File: src/rtl/fpu_ss_instr_buffer.sv
// Offload instruction buffer: circular FIFO of {instr, rs1, rs2, id}
// with zero-masked head outputs while empty.
module fpu_ss_instr_buffer #(
   parameter int DEPTH    = 4,
   parameter int ID_WIDTH = 4
) (
   input  logic                     clk_i,
   input  logic                     rst_ni,
   input  logic                     flush_i,
   input  logic                     c_q_valid_i,
   output logic                     c_q_ready_o,
   input  logic [31:0]              c_q_instr_i,
   input  logic [31:0]              c_q_rs1_i,
   input  logic [31:0]              c_q_rs2_i,
   input  logic [ID_WIDTH-1:0]      c_q_id_i,
   output logic                     pop_valid_o,
   input  logic                     pop_ready_i,
   output logic [31:0]              pop_instr_o,
   output logic [31:0]              pop_rs1_o,
   output logic [31:0]              pop_rs2_o,
   output logic [ID_WIDTH-1:0]      pop_id_o,
   output logic [$clog2(DEPTH):0]   usage_o
);

   localparam int AW = $clog2(DEPTH);

   typedef struct packed {
      logic [31:0]         instr;
      logic [31:0]         rs1;
      logic [31:0]         rs2;
      logic [ID_WIDTH-1:0] id;
   } entry_t;

   entry_t        mem_q [DEPTH];
   entry_t        wr_entry;
   entry_t        head;
   logic [AW-1:0] wr_ptr_q;
   logic [AW-1:0] rd_ptr_q;
   logic [AW:0]   count_q;
   logic          full;
   logic          empty;
   logic          push;
   logic          pop;

   assign full  = (count_q == (AW+1)'(DEPTH));
   assign empty = (count_q == '0);

   // Ready ignores pop: a slot freed this cycle is only reusable next cycle.
   assign c_q_ready_o = ~full & ~flush_i;
   assign pop_valid_o = ~empty;
   assign push        = c_q_valid_i & c_q_ready_o;
   assign pop         = pop_valid_o & pop_ready_i;
   assign usage_o     = count_q;

   assign wr_entry = '{
      instr: c_q_instr_i,
      rs1:   c_q_rs1_i,
      rs2:   c_q_rs2_i,
      id:    c_q_id_i
   };

   always_ff @(posedge clk_i or negedge rst_ni) begin
      if (!rst_ni) begin
         wr_ptr_q <= '0;
         rd_ptr_q <= '0;
         count_q  <= '0;
         for (int i = 0; i < DEPTH; i++) begin
            mem_q[i] <= '0;
         end
      end else if (flush_i) begin
         wr_ptr_q <= '0;
         rd_ptr_q <= '0;
         count_q  <= '0;
      end else begin
         if (push) begin
            mem_q[wr_ptr_q] <= wr_entry;
            wr_ptr_q        <= wr_ptr_q + AW'(1);
         end
         if (pop) begin
            rd_ptr_q <= rd_ptr_q + AW'(1);
         end
         case ({push, pop})
            2'b10:   count_q <= count_q + (AW+1)'(1);
            2'b01:   count_q <= count_q - (AW+1)'(1);
            default: count_q <= count_q;
         endcase
      end
   end

   // Mask stale memory so an empty buffer always presents zeros.
   assign head = empty ? '0 : mem_q[rd_ptr_q];

   assign pop_instr_o = head.instr;
   assign pop_rs1_o   = head.rs1;
   assign pop_rs2_o   = head.rs2;
   assign pop_id_o    = head.id;

endmodule

File: config.mk
export PLATFORM = sky130hd
export DESIGN_NAME = fpu_ss_instr_buffer
export DESIGN_NICKNAME = d
export VERILOG_FILES = /design/src/rtl/fpu_ss_instr_buffer.sv
export SDC_FILE = /design/constraint.sdc
export NUM_CORES = 1
export LEC_CHECK = 0
export ABC_AREA = 1
export CORE_MARGIN = 4
export CORE_UTILIZATION = 30
export CTS_CLUSTER_DIAMETER = 200
export DETAILED_ROUTE_END_ITERATION = 12
export HOLD_SLACK_MARGIN = 0.12
export SLEW_MARGIN = 20
export SYNTH_ARGS = -nofsm -noshare
export SYNTH_HDL_FRONTEND = slang
export SYNTH_SLANG_ARGS = --single-unit
File: constraint.sdc
create_clock -name clk_i -period 2.51 [get_ports clk_i]
set_clock_uncertainty 0.15 [all_clocks]
set_input_delay 0.251 -clock clk_i [delete_from_list [all_inputs] [get_ports clk_i]]
set_output_delay 0.251 -clock clk_i [all_outputs]
set_load 0.01 [all_outputs]
==> results.toml, run 1 <==
[yosys]
synth_seq_area_share_pct = 55.7
yosys-top-cells-count = "o21ai_0 (434), nand2_1 (416), dfrtp_1 (407)"
ys.warnings.count = 0
synth_area_sq_um = 18300
netlist_top_cells_area = "dfrtp_1 (56%), o21ai_0 (12%), nand2_1 (8.5%), nor2_1 (8.2%), o21ai_1 (4.6%)"
synth_seq_cells = 407
syn_avg_cell_area_sq_um = 8.23
synth_edf_count = 0
gate_count_post_synth = 2223
syn-num-nets = 2333
ys_dominant_reg_cell = "dfrtp_1"
synth_cell_types = 24
post-synth-top-area-cell = "dfrtp_1"
asyncSetResetFlopFracSynth_pct = 100
synth_most_common_cell = "o21ai_0"
synth_top_area_share_pct = 55.7

[route]
dr_total_vias = 16200
post-route-drc-count = 0
avgViaCountPerCell = 4.95
route.detailed.wl_per_inst_um = 18.3
routed_wirelength_mm = 60.0
drt-initial-drc-count = 1253
drt_pass1_iterations = 5
antenna_viol_nets_final = 0

[timing]
rsz_0062_raised_after_global_routing = "yes"
timing.final.hold_violations = 0
report.final.slew_viol_count = 0
period_needed_ns = 2.52
transition_time_of_the_tightest_slew_check_pin_ns = 0.800
timing.final.crit_share_pct = 100
setup_viols_final = 2
relSlewSlack_pct = 46.6
timing.final.ws_setup_ns = -0.00909
fmax_ghz = 0.397
final.setup.tns_ns = -0.0121

[setup_path]
worst-endpoint-required_ns = 2.11
worst-endpoint-arrival_ns = 2.12
cp-end-kind = "output port"
reg2reg_to = "mem_q[4]$_DFFE_PN0P_"
worstSetupStartpoint = "rd_ptr_q[0]$_DFFE_PN0P_"
termination_of_the_worst_setup_path = "pop_rs1_o[25]"
critical_path_class = "reg2out"
origin_of_the_critical_flop_to_flop_path = "usage_o[1]$_DFFE_PN0P_"
path_max_fanout = 9
cp-start-kind = "flop"
setup.reg_to_reg.worst_slack_ns = 0.29
r2r.worst_path.cells = 9

[final_layout]
areaGrowthSynthToFinish_pct = 33.2
final_nets = 2563
post_route_cells_drive_above_1_share_pct = 17.2

[floorplanning]
design.portCount = 210
die-width_um = 255
core.rowCount = 90
start_util_pct = 30.3
die_footprint_sq_um = 65000
die_height_um = 255
core_sq_um = 60400

[power]
power_leakage_nw = 11.3
max_rail_drop_vdd_uv = 524
p_total_mw = 27.2
pwr_density_cell_nw_per_um2 = 1120

[clock_tree]
ctsLongestPathBuffers = 3
clk_root_buffer_cell = "clkbuf_16"
tritoncts.num_buffers = 46
clk-insertion-delay-late_ns = 0.59
ctsHtreeMaxLevel = 2
tritoncts_clock_tree = "built"
number_of_clock_sinks = 407
clk_transition_reported_paths_ns = 0.06

[global_route]
overall_routing_resource_usage_pct = 17.1
number_of_antenna_violations_at_the_first_check_in_global_routing = 4
first_global_vias = 15700
grt_pass1_wl_mm = 88.9
grt_overflow = 0
maximum_number_of_pins_on_one_net_before_global_route_repair = 127

[placement]
dp_slack_ns = 0.0790
dp_hpwl_mm = 31.9
numPortBuffers = 209
routabilityCongestion = 0.785

[outcome]
failed_checks = "setup timing"
outcome = "finished with violations"

[flow_run]
maximum_capacitance_violations = 0

[worst_hold_path]
worstHoldPathType = "in2reg"
## worst max-delay path, cell delays in order (launching register included)
cell and delay [ns]:
dfrtp_4 0.45, buf_4 0.15, buf_12 0.15, clkbuf_16 0.18
nor2_1 0.05, nor2_1 0.07, o21ai_1 0.07, a21oi_1 0.22
buf_2 0.18
## metal layers
metal / GRT usage, % / up-vias / part of all wire (%)
met1: 23.8 / 7810 / 45
met5: 0 / - / 0.057
met4: 5.07 / 6 / 1.9
met3: 3.69 / 85 / 6.9
li1: - / 7717 / -
met2: 27.1 / 585 / 46
## cell usage in the layout (no fill, tap or decap), types with 25 or more instances in the layout
cell and n:
a21oi_1 71, a21oi_2 32, buf_12 25, buf_16 25
buf_2 92, buf_4 37, clkbuf_16 61, clkdlybuf4s50_1 108
dfrtp_1 405, inv_1 105, nand2_1 414, nor2_1 310
nor2_2 57, nor2_4 34, o21ai_0 304, o21ai_1 294
## logic make-up (layout without fill, tap and decap cells)
kind of cell	Yosys count	after routing	synth area share [%]
buffers and inverters	274	539	7.29
AO/OA/AOI/OAI	707	707	19.4
adder cells (fa/ha/maj)	5	5	0.383
XOR/XNOR	1	1	0.0479
AND/OR/NAND/NOR	829	829	17.2
other	0	1	0
flip-flops	407	407	55.7
## layout make-up
| class | count | area, sq um |
|---|---|---|
| clock buffer | 68 | 1330 |
| tap | 782 | 978 |
| sequential | 407 | 10200 |
| timing repair buffer | 343 | 3850 |
| antenna | 1 | 2.50 |
| multi-input combinational | 1542 | 7370 |
| inverter | 110 | 457 |
| timing repair inverter | 3 | 28.8 |
| clock inverter | 15 | 156 |
| fill | 5947 | 36000 |
## timing repair
| item | 4_1_cts | 5_1_grt |
|---|---|---|
| hold buffers | 22 | 0 |
| gates cloned | 18 | 18 |
| setup endpoints to repair | 100 | 96 |
| buffers inserted | 16 | 5 |
| gates resized for setup | 525 | 235 |
| pin swaps | 62 | 82 |
| hold endpoints to repair | 416 | 0 |
## state kept, by name, summed over array words and instances, names as in the netlist
register / cells
mem_q: 400
rd_ptr_q: 2
usage_o: 3
wr_ptr_q: 2
## report_power, final
| group | internal, mW | switching (mW) |
|---|---|---|
| Clock | 3.81 | 2.80 |
| Combinational | 4.31 | 5.38 |
| Sequential | 9.25 | 1.66 |
## metrics by stage
step | instance area (sq um) | cells | utilization, % | hold slack (ns)
5_1_grt | 24400 | 3271 | 40.4 | 0.145
3_3_place_gp | 21300 | 3110 | 35.2 | 0.127
3_5_place_dp | 21300 | 3110 | 35.2 | 0.123
4_1_cts | 23500 | 3249 | 38.9 | 0.120
6_report | 24400 | 3271 | 40.4 | 0.150
2_1_floorplan | 18300 | 2223 | - | -0.195
## how the worst min path moves through the flow
| stage | from | depth (start not counted) | endpoint | slack (ns) |
|---|---|---|---|---|
| floorplan | rst_ni | 0 | mem_q[0]$_DFFE_PN0P_ | -0.19 |
| global placement | rst_ni | 1 | mem_q[341]$_DFFE_PN0P_ | 0.13 |
| detailed placement | rst_ni | 1 | mem_q[341]$_DFFE_PN0P_ | 0.12 |
| CTS | c_q_rs2_i[4] | 3 | mem_q[308]$_DFFE_PN0P_ | 0.12 |
| global route | c_q_rs2_i[4] | 3 | mem_q[308]$_DFFE_PN0P_ | 0.14 |
| finish | c_q_rs1_i[10] | 3 | mem_q[246]$_DFFE_PN0P_ | 0.15 |
Power figures use the tool's default switching activity.
==> run 2, diff against run 1 <==
Settings changed: PLACE_DENSITY from default to 0.47, TNS_END_PERCENT from default to 20.
==> run 2 against run 1 <==
  * The run still ends with setup timing left
  * Wire length is 1.3% lower
  * Sequential share of layout area about the same
  * Sequential power hardly changed
  * Worst hold slack worse by 0.0011 ns
  * Largest cell class unchanged
==> results.toml, run 2 (synthesis results as in run 1) <==
[outcome]
outcome = "finished with violations"
failed_checks = "setup timing"

[floorplanning]
die_footprint_sq_um = 65000
core.rowCount = 90
die_height_um = 255
core_sq_um = 60400
design.portCount = 210
die-width_um = 255
start_util_pct = 30.3

[setup_path]
cp-start-kind = "flop"
worst-endpoint-arrival_ns = 2.16
slowest_stage_cell_on_the_critical_path = "dfrtp_4"
path_max_fanout = 6
cpPeakStageDelay_ns = 0.52
worst-endpoint-required_ns = 2.11
cp_common_cell = "buf_8"
critical_path_class = "reg2out"
top_family_by_delay_on_critical_path = "buffers and inverters"
cp.buffers_inverters = 5
cp-end-kind = "output port"
cell_breakdown_of_the_critical_path = "buf_12, buf_8, buf_16, buf_8, nor2_2, nor2_1, o21ai_1, a21oi_2, buf_2"

[global_route]
number_of_antenna_violations_at_the_first_check_in_global_routing = 0
overall_routing_resource_usage_pct = 17.8
grt_pass1_wl_mm = 91.4
maximum_number_of_pins_on_one_net_before_global_route_repair = 70
first_global_vias = 15600
grt_overflow = 0

[route]
dr_wl_met2_mm = 27.3
routed_wirelength_mm = 59.2
route.detailed.wl_per_inst_um = 18.1
antenna_viol_nets_final = 0
drt_pass1_iterations = 5
post-route-drc-count = 0
routed-wl-met3_mm = 2.85
avgViaCountPerCell = 4.82
dr_total_vias = 15800
drt-initial-drc-count = 919
drt-met1-wl_mm = 27.9
highest-signal-layer = "met4"

[final_layout]
areaGrowthSynthToFinish_pct = 33.1
layout_commonest_cell = "nand2_1"
antenna_cells_inserted = 0
final-instance-count-excl-fill = 3273
n_fill_cell = 6121
max_reg_flops = 400
post_route_cells_drive_above_1_share_pct = 16.1
regMostFlops = "mem_q"
most-common-layout-cells = "nand2_1 (415), dfrtp_1 (405), nor2_1 (351)"
final_nets = 2562

[timing]
timing.final.hold_violations = 0
rsz_0062_raised_after_global_routing = "yes"
timing.final.ws_setup_ns = -0.0491
transition_time_of_the_tightest_slew_check_pin_ns = 0.415
report.final.slew_viol_count = 0
fmax_ghz = 0.391
setup_viols_final = 9
period_needed_ns = 2.56
relSlewSlack_pct = 72.1
timing.final.crit_share_pct = 102

[clock_tree]
clk-insertion-delay-late_ns = 0.57
tritoncts_clock_tree = "built"
ctsLongestPathBuffers = 3
ctsHtreeMaxLevel = 2
clk_transition_reported_paths_ns = 0.06
clk_root_buffer_cell = "clkbuf_16"
tritoncts.num_buffers = 48
number_of_clock_sinks = 407

[placement]
routabilityCongestion = 0.775
dp_slack_ns = 0.0889
dp_hpwl_mm = 34.3
numPortBuffers = 209
numPlacedInstances = 3127

[flow_run]
maximum_capacitance_violations = 0

[power]
power_leakage_nw = 11.4
max_rail_drop_vdd_uv = 512
p_total_mw = 27.3
pwr_density_cell_nw_per_um2 = 1120

[worst_hold_path]
worstHoldPathType = "in2reg"
[run 2: cell types whose count changed in the layout (fill, tap and decap cells not counted), sizes merged]
cell	change
dlygate4sd3	-11
clkbuf	+2
diode	-1
clkinv	-1
bufinv	+1
inv	-3
buf	+17
clkinvlp	-2
[run 2: worst paths after layout]
| check | startpoint | end | slack [ns] | depth (start not counted) |
|---|---|---|---|---|
| setup / recovery | rd_ptr_q[0]$_DFFE_PN0P_ | pop_instr_o[28] | -0.05 | 9 |
| max in group asynchronous | rst_ni | mem_q[136]$_DFFE_PN0P_ | 1.49 | 4 |
| min in group asynchronous | rst_ni | mem_q[279]$_DFFE_PN0P_ | 0.20 | 3 |
| hold / removal | c_q_instr_i[17] | mem_q[385]$_DFFE_PN0P_ | 0.15 | 3 |
| hold reg to reg | mem_q[41]$_DFFE_PN0P_ | mem_q[41]$_DFFE_PN0P_ | 0.33 | 2 |
| setup reg to reg | usage_o[1]$_DFFE_PN0P_ | usage_o[2]$_DFFE_PN0P_ | 0.43 | 11 |
[run 2: final cells by class]
type | instances | area, sq um | area share, %
Clock buffer | 77 | 1500 | 6.17
Clock inverter | 12 | 121 | 0.499
Inverter | 110 | 448 | 1.84
Multi-Input combinational cell | 1542 | 7130 | 29.3
Sequential cell | 407 | 10200 | 41.9
Tap cell | 782 | 978 | 4.02
Timing Repair Buffer | 342 | 3950 | 16.2
Timing Repair inverter | 1 | 20.0 | 0.0822
[run 2: layer usage]
| metal | vias to the layer above | GRT usage [%] |
|---|---|---|
| li1 | 7702 | - |
| met1 | 7664 | 25.5 |
| met2 | 357 | 28.6 |
| met3 | 68 | 2.62 |
| met4 | 0 | 4.47 |
| met5 | - | 0 |
[run 2: tightest hold or removal path: stages]
cell,delay (ns)
clkdlybuf4s50_1,0.40
inv_1,0.10
o21ai_1,0.08
[run 2: power breakdown]
part / internal, mW / switching (mW) / total [mW] / leakage [nW]
Combinational: 4.23 / 5.22 / 9.45 / 5.39
Clock: 4.29 / 2.82 / 7.11 / 0.809
Sequential: 9.25 / 1.53 / 10.8 / 5.19
Total: 17.8 / 9.57 / 27.3 / 11.4
[run 2: stage by stage]
stage          hold slack, ns  util, %  TNS, ns  area (sq um)
3_3_place_gp           0.0624     35.8        0         21600
4_1_cts                 0.123     39.7    -2.86         24000
2_1_floorplan          -0.195        -        0         18300
5_1_grt                 0.164     40.3    -5.13         24300
6_report                0.149     40.3   -0.173         24300
3_5_place_dp           0.0660     35.8        0         21600
[run 2: timing repair]
action / CTS / global route
setup buffers: 22 / 2
endpoints found under the setup margin: 100 / 95
gates cloned: 18 / 9
resized for setup: 543 / 120
pin swaps: 74 / 52
hold endpoints to repair: 389 / 0
hold buffers: 12 / 0
==> run 3, diff against run 2 <==
Settings changed: ABC_AREA 1 to default, ABC_CLOCK_PERIOD_IN_PS from default to 2510.
==> run 3 against run 2 <==
  * The flow still finishes with violations (setup timing)
  * Setup slack worse by 0.17 ns
  * Sequential share of layout area down 0.41 points
  * First-iteration DRC count down 76%
  * Fmax is 6.3% lower
  * Wire length is 21% lower
  * Worst hold slack improved by 0.044 ns
  * Clock-buffer cell count is 7 lower
  * Critical path type unchanged
  * Largest power group is now combinational logic
  * Highest routed layer is now met5
==> results.toml, run 3 <==
[global_route]
maximum_number_of_pins_on_one_net_before_global_route_repair = 72
grt_util_met2_pct = 23.1
grt_util_met1_pct = 19.3
overall_routing_resource_usage_pct = 14.1
grt_pass1_wl_mm = 73.5
top_usage_layer = "met2"
first_global_vias = 11900
number_of_antenna_violations_at_the_first_check_in_global_routing = 2
gr-usage-met3_pct = 3.13
grt_overflow = 0

[flow_run]
maximum_capacitance_violations = 0

[timing]
timing.final.crit_share_pct = 109
setup_viols_final = 86
transition_time_of_the_tightest_slew_check_pin_ns = 0.617
timing.final.ws_setup_ns = -0.222
timing.final.hold_violations = 0
period_needed_ns = 2.73
final.setup.tns_ns = -10.24
relSlewSlack_pct = 58.9
fmax_ghz = 0.366
report.final.slew_viol_count = 0
rsz_0062_raised_after_global_routing = "yes"

[setup_path]
cp-start-kind = "flop"
critical_path_class = "reg2out"
origin_of_the_critical_flop_to_flop_path = "usage_o[1]$_DFFE_PN0P_"
r2r.worst_path.cells = 7
path_max_fanout = 8
cp-end-kind = "output port"
setup.reg_to_reg.worst_slack_ns = 0.22
worst-endpoint-required_ns = 2.11
reg2reg_to = "mem_q[93]$_DFFE_PN0P_"
worst-endpoint-arrival_ns = 2.33

[yosys]
asyncSetResetFlopFracSynth_pct = 100
gate_count_post_synth = 1123
synth_most_common_cell = "dfrtp_1"
synth_area_sq_um = 18700
syn_avg_cell_area_sq_um = 16.7
synth_edf_count = 0
ys_dominant_reg_cell = "dfrtp_1"
synth_seq_cells = 407
synth_top_area_share_pct = 54.4
yosys-top-cells-count = "dfrtp_1 (407), mux2_1 (317), and2_1 (100), mux4_2 (100), mux2_4 (84)"
post-synth-top-area-cell = "dfrtp_1"
netlist_top_cells_area = "dfrtp_1 (54%), mux2_1 (19%), mux4_2 (12%), mux2_4 (6.7%), and2_1 (3.3%)"
synth_cell_types = 32
ys.warnings.count = 0
syn-num-nets = 1233
synth_seq_area_share_pct = 54.4

[route]
post-route-drc-count = 0
drt-initial-drc-count = 223
dr_total_vias = 10600
drt_pass1_iterations = 4
antenna_viol_nets_final = 0
routed_wirelength_mm = 46.6
route.detailed.wl_per_inst_um = 20.4
avgViaCountPerCell = 4.62

[outcome]
outcome = "finished with violations"
failed_checks = "setup timing"

[final_layout]
finish.utilization_pct = 39.8
final_nets = 1517
post_route_cells_drive_above_1_share_pct = 35.6
max_reg_flops = 400
most-common-layout-cells = "dfrtp_1 (405), mux2_1 (317), clkdlybuf4s50_1 (106)"
register_area_sq_um = 10200
area_of_the_multi_input_gates_sq_um = 8210
n_fill_cell = 5769
layout_commonest_cell = "dfrtp_1"
regMostFlops = "mem_q"
areaGrowthSynthToFinish_pct = 31.3

[worst_hold_path]
worst_hold_path.endpoint = "mem_q[6]$_DFFE_PN0P_"
holdPathStages = 2
worstHoldPathType = "in2reg"
worstHoldStart = "c_q_rs2_i[2]"

[floorplanning]
die-width_um = 258
die_height_um = 258
core.rowCount = 91
core_sq_um = 61700
die_footprint_sq_um = 66500
start_util_pct = 30.3
design.portCount = 210

[clock_tree]
clk-insertion-delay-late_ns = 0.57
number_of_clock_sinks = 407
tritoncts_clock_tree = "built"
clk_transition_reported_paths_ns = 0.05
clk_root_buffer_cell = "clkbuf_16"
ctsLongestPathBuffers = 3
ctsHtreeMaxLevel = 2
tritoncts.num_buffers = 49

[placement]
numPortBuffers = 209
dp_slack_ns = 0.0658
dp_hpwl_mm = 29.4
routabilityCongestion = 0.708

[power]
max_rail_drop_vdd_uv = 516
power_leakage_nw = 11.2
pwr_density_cell_nw_per_um2 = 1250
## run 3: cell count changes in the layout (fill, tap and decap cells not counted), sizes merged, moves of 14 or more
cell | previous run | this run
o21ai | 603 | 0
mux2 | 0 | 401
dlymetal6s2s | 0 | 14
buf | 213 | 157
inv | 109 | 4
and2 | 0 | 100
a21oi | 103 | 0
nor2 | 401 | 7
mux4 | 0 | 100
nand2 | 420 | 8
## run 3: cell families (layout without fill, tap and decap cells)
kind of cell / Yosys count / in the layout / synth area share [%]
multiplexers: 502 / 502 / 37.9
XOR/XNOR: 4 / 4 / 0.187
adder cells (fa/ha/maj): 5 / 5 / 0.374
buffers and inverters: 77 / 401 / 2.63
other: 0 / 1 / 0
flip-flops: 407 / 407 / 54.4
AO/OA/AOI/OAI: 4 / 4 / 0.194
AND/OR/NAND/NOR: 124 / 124 / 4.31
## run 3: power by group
group	internal, mW	switching, mW	leakage, nW
Combinational	7.35	4.50	5.26
Sequential	9.81	1.59	5.07
Clock	4.70	2.82	0.856
Total	21.9	8.91	11.2
## run 3: critical path, cell delays in order (launching register included)
cell     delay (ns)
dfrtp_4        0.51
buf_12         0.15
buf_12         0.13
buf_16         0.14
buf_4          0.13
mux4_2         0.42
and2_4         0.17
buf_6          0.11
## run 3: area by class of cell
class | instances | area share [%]
flip-flops and latches | 407 | 41.5
multi-input cells | 639 | 33.4
repair buffers | 307 | 13.8
clock buffers | 70 | 5.85
well taps | 837 | 4.26
clock inverters | 21 | 1.18
inverters | 3 | 0.0458
diodes | 1 | 0.0102
## run 3: through the flow
| stage | instances | cell area, sq um | total power [mW] | hold WS [ns] |
|---|---|---|---|---|
| after floorplan | 1123 | 18700 | 17.8 | -0.195 |
| after global placement | 2160 | 22300 | 22.8 | 0.145 |
| after detailed placement | 2160 | 22300 | 23.0 | 0.143 |
| after CTS | 2269 | 24300 | 31.0 | 0.142 |
| after global routing | 2284 | 24600 | 32.8 | 0.171 |
| final | 2285 | 24600 | 30.8 | 0.193 |
## run 3: timing repair
action | CTS | global route
cloned | 2 | 1
buffers inserted | 14 | 16
pin swaps | 1 | 0
resized for setup | 366 | 97
endpoints found under the hold margin | 368 | 0
hold buffers | 2 | 0
setup endpoints to repair | 102 | 98
## run 3: worst max path at each step
stage	start	endpoint	slack, ns	depth (start not counted)
final	rd_ptr_q[0]$_DFFE_PN0P_	pop_instr_o[9]	-0.22	7
after global placement	rd_ptr_q[0]$_DFFE_PN0P_	pop_rs1_o[18]	0.06	5
after floorplan	usage_o[1]$_DFFE_PN0P_	usage_o[2]$_DFFE_PN0P_	0.46	6
after CTS	rd_ptr_q[0]$_DFFE_PN0P_	pop_instr_o[15]	-0.50	5
after detailed placement	rd_ptr_q[0]$_DFFE_PN0P_	pop_rs1_o[18]	0.07	5
after global routing	rd_ptr_q[0]$_DFFE_PN0P_	pop_rs1_o[29]	-0.30	7
## run 3: layer usage
| layer | vias up | part of all wire [%] | wire length, um |
|---|---|---|---|
| li1 | 4690 | - | - |
| met1 | 5662 | 46 | 21400 |
| met3 | 57 | 4.0 | 1870 |
| met2 | 151 | 48 | 22500 |
| met5 | - | 0.056 | 26 |
| met4 | 4 | 1.6 | 737 |
